[config.mk]
export PLATFORM = sky130hd
export DESIGN_NAME = seg_display_rx
export DESIGN_NICKNAME = d
export VERILOG_FILES = /design/src/rtl/seg_display_rx.sv
export SDC_FILE = /design/constraint.sdc
export NUM_CORES = 1
export LEC_CHECK = 0
export BUFFER_PORTS_ARGS = -buffer_cell sky130_fd_sc_hd__buf_2
export CORE_MARGIN = 2
export CORE_UTILIZATION = 65
export CTS_BUF_LIST = sky130_fd_sc_hd__clkbuf_8
export CTS_CLUSTER_SIZE = 12
export DETAILED_ROUTE_END_ITERATION = 8
export PLACE_DENSITY = 0.86
export SYNTH_ARGS = -nofsm -noshare
export SYNTH_HDL_FRONTEND = slang
export SYNTH_SLANG_ARGS = --single-unit
export TNS_END_PERCENT = 5
[constraint.sdc]
create_clock -name CLK -period 11.2 [get_ports CLK]
set_clock_uncertainty 0.1 [all_clocks]
set_input_delay 2.24 -clock CLK [delete_from_list [all_inputs] [get_ports CLK]]
set_output_delay 2.24 -clock CLK [all_outputs]
set_load 0.005 [all_outputs]
[src/rtl/seg_display_rx.sv]
// Receive side of a multiplexed, active-low 4-digit seven-segment display:
// samples anode/cathode lines and rebuilds the shown number as BCD and binary.
module seg_display_rx #(
    parameter int unsigned SETTLE_CYCLES  = 1024,
    parameter int unsigned TIMEOUT_CYCLES = 4194304
) (
    input  logic        CLK,
    input  logic        reset,
    input  logic [3:0]  digits,
    input  logic [6:0]  segments,
    output logic [15:0] bcd,
    output logic [13:0] value,
    output logic        frame_valid,
    output logic        frame_err,
    output logic        stale
);
    localparam int unsigned SW = $clog2(SETTLE_CYCLES) + 1;
    localparam int unsigned TW = $clog2(TIMEOUT_CYCLES) + 1;
    localparam logic [SW-1:0] SETTLE_MAX = SW'(SETTLE_CYCLES);
    localparam logic [SW-1:0] SETTLE_CAP = SW'(SETTLE_CYCLES - 2);
    localparam logic [TW-1:0] TMO_MAX    = TW'(TIMEOUT_CYCLES);
    localparam logic [TW-1:0] TMO_HIT    = TW'(TIMEOUT_CYCLES - 1);

    logic [3:0]    dig_s1, dig_s2, dig_prev;
    logic [6:0]    seg_s1, seg_s2, seg_prev;
    logic [SW-1:0] settle_cnt, settle_next;
    logic [TW-1:0] to_cnt, to_next;
    logic [15:0]   stage;
    logic [3:0]    mask, mask_next;
    logic          acc, acc_next;
    logic          done, done_next;

    logic          anode_valid, changed, capture, timeout_hit;
    logic [1:0]    slot;
    logic [3:0]    slot_bit;
    logic [4:0]    dec;
    logic [13:0]   frame_value;

    // {undecodable, nibble} for one active-low g..a pattern
    function automatic logic [4:0] decode(input logic [6:0] s);
        logic [4:0] r;
        case (s)
            7'b1000000: r = 5'h00;
            7'b1111001: r = 5'h01;
            7'b0100100: r = 5'h02;
            7'b0110000: r = 5'h03;
            7'b0011001: r = 5'h04;
            7'b0010010: r = 5'h05;
            7'b0000010: r = 5'h06;
            7'b1111000: r = 5'h07;
            7'b0000000: r = 5'h08;
            7'b0011000: r = 5'h09;
            default:    r = 5'h1F;
        endcase
        return r;
    endfunction

    // Exactly one low anode selects a staging slot
    always_comb begin
        slot        = 2'd0;
        slot_bit    = 4'b0000;
        anode_valid = 1'b1;
        case (dig_s2)
            4'b1110: begin slot = 2'd0; slot_bit = 4'b0001; end
            4'b1101: begin slot = 2'd1; slot_bit = 4'b0010; end
            4'b1011: begin slot = 2'd2; slot_bit = 4'b0100; end
            4'b0111: begin slot = 2'd3; slot_bit = 4'b1000; end
            default: anode_valid = 1'b0;
        endcase
    end

    always_comb begin
        dec         = decode(seg_s2);
        changed     = (dig_s2 != dig_prev) || (seg_s2 != seg_prev);
        capture     = anode_valid && !changed && (settle_cnt == SETTLE_CAP);
        timeout_hit = !capture && (to_cnt == TMO_HIT);

        settle_next = settle_cnt;
        if (changed || !anode_valid)
            settle_next = '0;
        else if (settle_cnt != SETTLE_MAX)
            settle_next = settle_cnt + SW'(1);

        to_next = to_cnt;
        if (capture)
            to_next = '0;
        else if (to_cnt != TMO_MAX)
            to_next = to_cnt + TW'(1);

        // A frame finishing this cycle hands over an empty mask to any new capture
        mask_next = (done ? 4'b0000 : mask) | (capture ? slot_bit : 4'b0000);
        acc_next  = (done ? 1'b0 : acc) | (capture & dec[4]);
        done_next = capture && (mask_next == 4'b1111);
        if (timeout_hit) begin
            mask_next = 4'b0000;
            acc_next  = 1'b0;
        end

        frame_value = 14'(stage[15:12]) * 14'd1000 + 14'(stage[11:8]) * 14'd100
                    + 14'(stage[7:4]) * 14'd10 + 14'(stage[3:0]);
    end

    always_ff @(posedge CLK) begin
        if (reset) begin
            dig_s1      <= '0;
            dig_s2      <= '0;
            dig_prev    <= '0;
            seg_s1      <= '0;
            seg_s2      <= '0;
            seg_prev    <= '0;
            settle_cnt  <= '0;
            to_cnt      <= '0;
            stage       <= '0;
            mask        <= '0;
            acc         <= 1'b0;
            done        <= 1'b0;
            bcd         <= '0;
            value       <= '0;
            frame_valid <= 1'b0;
            frame_err   <= 1'b0;
            stale       <= 1'b0;
        end else begin
            dig_s1     <= digits;
            dig_s2     <= dig_s1;
            dig_prev   <= dig_s2;
            seg_s1     <= segments;
            seg_s2     <= seg_s1;
            seg_prev   <= seg_s2;
            settle_cnt <= settle_next;
            to_cnt     <= to_next;
            mask       <= mask_next;
            acc        <= acc_next;
            done       <= done_next;
            if (capture)
                stage[{slot, 2'b00} +: 4] <= dec[3:0];

            frame_valid <= done;
            if (done) begin
                bcd       <= stage;
                frame_err <= acc;
                if (!acc)
                    value <= frame_value;
            end

            if (done)
                stale <= 1'b0;
            else if (timeout_hit)
                stale <= 1'b1;
        end
    end
endmodule

==> impl_metrics.env <==
export IMPL_worstHoldPathType="flop to flop"
export IMPL_timing_critical_path_required_ns=11.39
export IMPL_synth_edf_count=0
export IMPL_wl_per_cell_um=15.0
export IMPL_cts_num_sinks=122
export IMPL_ys_ff_latch=122
export IMPL_clkTransAtPathRegs_ns=0.08
export IMPL_period_minus_slack_ns=5.18
export IMPL_status="complete, no violations"
export IMPL_post_cts_resized=0
export IMPL_netlist_area_mm2=0.00673
export IMPL_vias=5137
export IMPL_yosysTopAreaCellShare=0.363
export IMPL_hold_worst_slack_ns=0.333
export IMPL_io_pins=46
export IMPL_antenna_found_initial=0
export IMPL_wl_mm=13.6
export IMPL_grt_pass1_wl_mm=22.9
export IMPL_holdBufCountCts=0
export IMPL_overflow=0
export IMPL_root_buffer="clkbuf_8"
export IMPL_rsz0062_at_grt="false"
export IMPL_first_global_vias=5134
export IMPL_ys_flop_type="dfxtp_1"
export IMPL_ir_drop_uv=100
export IMPL_crit_fanout=7
export IMPL_synth_most_common_cell="dfxtp_1"
export IMPL_multi_input_area_mm2=0.00392
export IMPL_ys_seq_area_frac=0.363
export IMPL_setup_viol=0
export IMPL_layout_drive_gt1_share=0.136
export IMPL_worst_path_most_repeated_cell="ha_1"
export IMPL_htree_levels=4
export IMPL_clk_latency_ns=0.43
export IMPL_arrival_ns=5.38
export IMPL_final_nets=846
export IMPL_ys_warn_count=0
export IMPL_syn_area_per_cell_um2=9.35
export IMPL_endpoint_kind="flop"
export IMPL_vias_per_cell=5.67
export IMPL_finalWeightedCongestion=0.896
export IMPL_syn_inst=720
export IMPL_drv_cap=0
export IMPL_maxSlewViolCount=0
export IMPL_nFillCells=743
export IMPL_cts_buffers=17
export IMPL_grt_max_degree=87
export IMPL_drt_iter0_markers=261
export IMPL_dieWidth_um=106
export IMPL_cpPeakStageDelay_ns=0.66
export IMPL_coreArea_mm2=0.0102
export IMPL_hpwl_mm=10.0
export IMPL_finalSetupTns_ns=0
export IMPL_p_leak_nw=3.22
export IMPL_startpoint_type="flop"
export IMPL_post_cts_buffers=0
export IMPL_netlist_top_cells_area="dfxtp_1 36%, ha_1 11%, fa_1 5.1%"
export IMPL_synth_top_area_cell="dfxtp_1"
export IMPL_cts_buffer_depth=2
export IMPL_syn_to_final_growth_pct=9.70
export IMPL_drtPass1Iterations=5
export IMPL_die_area_mm2=0.0112
export IMPL_floorplan_initialDensity=0.661
export IMPL_cp_cell_sequence="fa_1 > inv_1 > fa_1 > inv_1 > ha_1 > nor2b_1 > o21ai_0 > nand2_1 > xnor2_1 > ha_1 > ha_1 > ha_1 > and2_1 > a221oi_1 > a31oi_1 > and3_1 > o221ai_1 > o311ai_0"
export IMPL_yosys_top_cells_count="122 x dfxtp_1, 81 x nor2_1, 59 x ha_1, 53 x inv_1, 53 x nand2_1"
export IMPL_min_period_over_period=0.463
export IMPL_slew_headroom=0.205
export IMPL_power_density_mw_per_mm2=120
export IMPL_antenna_left=0
export IMPL_cts_tree="done"
export IMPL_diodes=0
export IMPL_synth_nets=809
export IMPL_async_flop_share=0
export IMPL_fmax_mhz=193
export IMPL_die_h_um=106
export IMPL_criticalPathCategory="flop to flop"
export IMPL_worst_slew_pin_slew_ns=1.19
export IMPL_register_area_mm2=0.00244
export IMPL_grt_usage=0.255
export IMPL_synth_cell_types=72
export IMPL_drc=0
export IMPL_portBuffers=45
export IMPL_rows=37
export IMPL_critPathSlowestCell="fa_1"
export IMPL_finalHoldViolCount=0
sequential cells by signal (all words and copies together), names as in the netlist:
| name | flops |
|---|---|
| acc | 1 |
| bcd | 16 |
| dig_prev | 4 |
| dig_s1 | 4 |
| dig_s2 | 4 |
| done | 1 |
| frame_err | 1 |
| frame_valid | 1 |
| mask | 4 |
| seg_prev | 7 |
| seg_s1 | 7 |
| seg_s2 | 7 |
| settle_cnt | 11 |
| stage | 16 |
| stale | 1 |
| to_cnt | 23 |
| value | 14 |
routing by layer:
layer / global-route usage / routed length, µm
met5: 0 / 0
met4: 0.109 / 298
met3: 0.0532 / 415
met2: 0.465 / 7150
met1: 0.286 / 5750
final cells by class:
| class | instances | share of cell area |
|---|---|---|
| clock inverter | 14 | 0.0234 |
| sequential | 122 | 0.331 |
| inverter | 54 | 0.0274 |
| tap | 136 | 0.0230 |
| multi-input combinational | 516 | 0.530 |
| clock buffer | 18 | 0.0335 |
| timing repair buffer | 46 | 0.0315 |
cell families (layout without fill, tap and decap cells):
group | count (synthesis) | in the layout | synth area share
AOI/OAI and AO/OA | 94 | 94 | 0.0985
buffers and inverters | 82 | 132 | 0.0554
DFF | 122 | 122 | 0.363
xor gates and xnor gates | 58 | 58 | 0.0754
and+or+nand+nor | 268 | 268 | 0.218
muxes | 20 | 20 | 0.0299
adders and majority gates | 76 | 76 | 0.160
worst max-delay path: cells and delay by family (launching register included):
| family | cells | cell delay [ns] |
|---|---|---|
| and+or+nand+nor | 4 | 0.68 |
| xor gates and xnor gates | 1 | 0.13 |
| adders and majority gates | 6 | 2.48 |
| buffers and inverters | 2 | 0.15 |
| AOI/OAI and AO/OA | 5 | 1.11 |
| DFF | 1 | 0.40 |
final timing paths:
path,start,endpoint,slack [ns],depth (start not counted)
min,seg_s1[5],seg_s2[5],0.33,1
min reg2reg,seg_s1[5],seg_s2[5],0.33,1
max,stage[13],value[13],6.02,18
max reg2reg,stage[13],value[13],6.02,18
layout by cell type, fill, tap and decap left out, types with 13 or more instances in the layout:
master and n:
dfxtp_1 122, nor2_1 81, ha_1 59, inv_1 54, nand2_1 53, buf_2 45, nor2b_1 34, xor2_1 32
a21oi_1 28, xnor2_1 26, mux2i_1 19, clkbuf_8 18, fa_1 17, nand3_1 13, o21ai_0 13
per-stage QoR:
stage	utilization	cell area, µm²	total power [mW]	cells	setup WS [ns]
detailed placement	0.684	6970	0.487	874	6.05
finish	0.725	7390	0.889	906	6.02
CTS	0.725	7390	0.893	906	6.06
global route	0.725	7390	0.918	906	5.66
floorplan	-	6730	0.480	720	6.50
global placement	0.684	6970	0.486	874	6.33
where the power goes:
| part | total (mW) | internal (mW) | switching [mW] |
|---|---|---|---|
| logic | 0.0326 | 0.0127 | 0.0199 |
| clock network | 0.411 | 0.227 | 0.184 |
| registers | 0.445 | 0.439 | 0.00577 |
| total | 0.889 | 0.679 | 0.209 |
No activity file was read; power rests on OpenSTA's default activity.
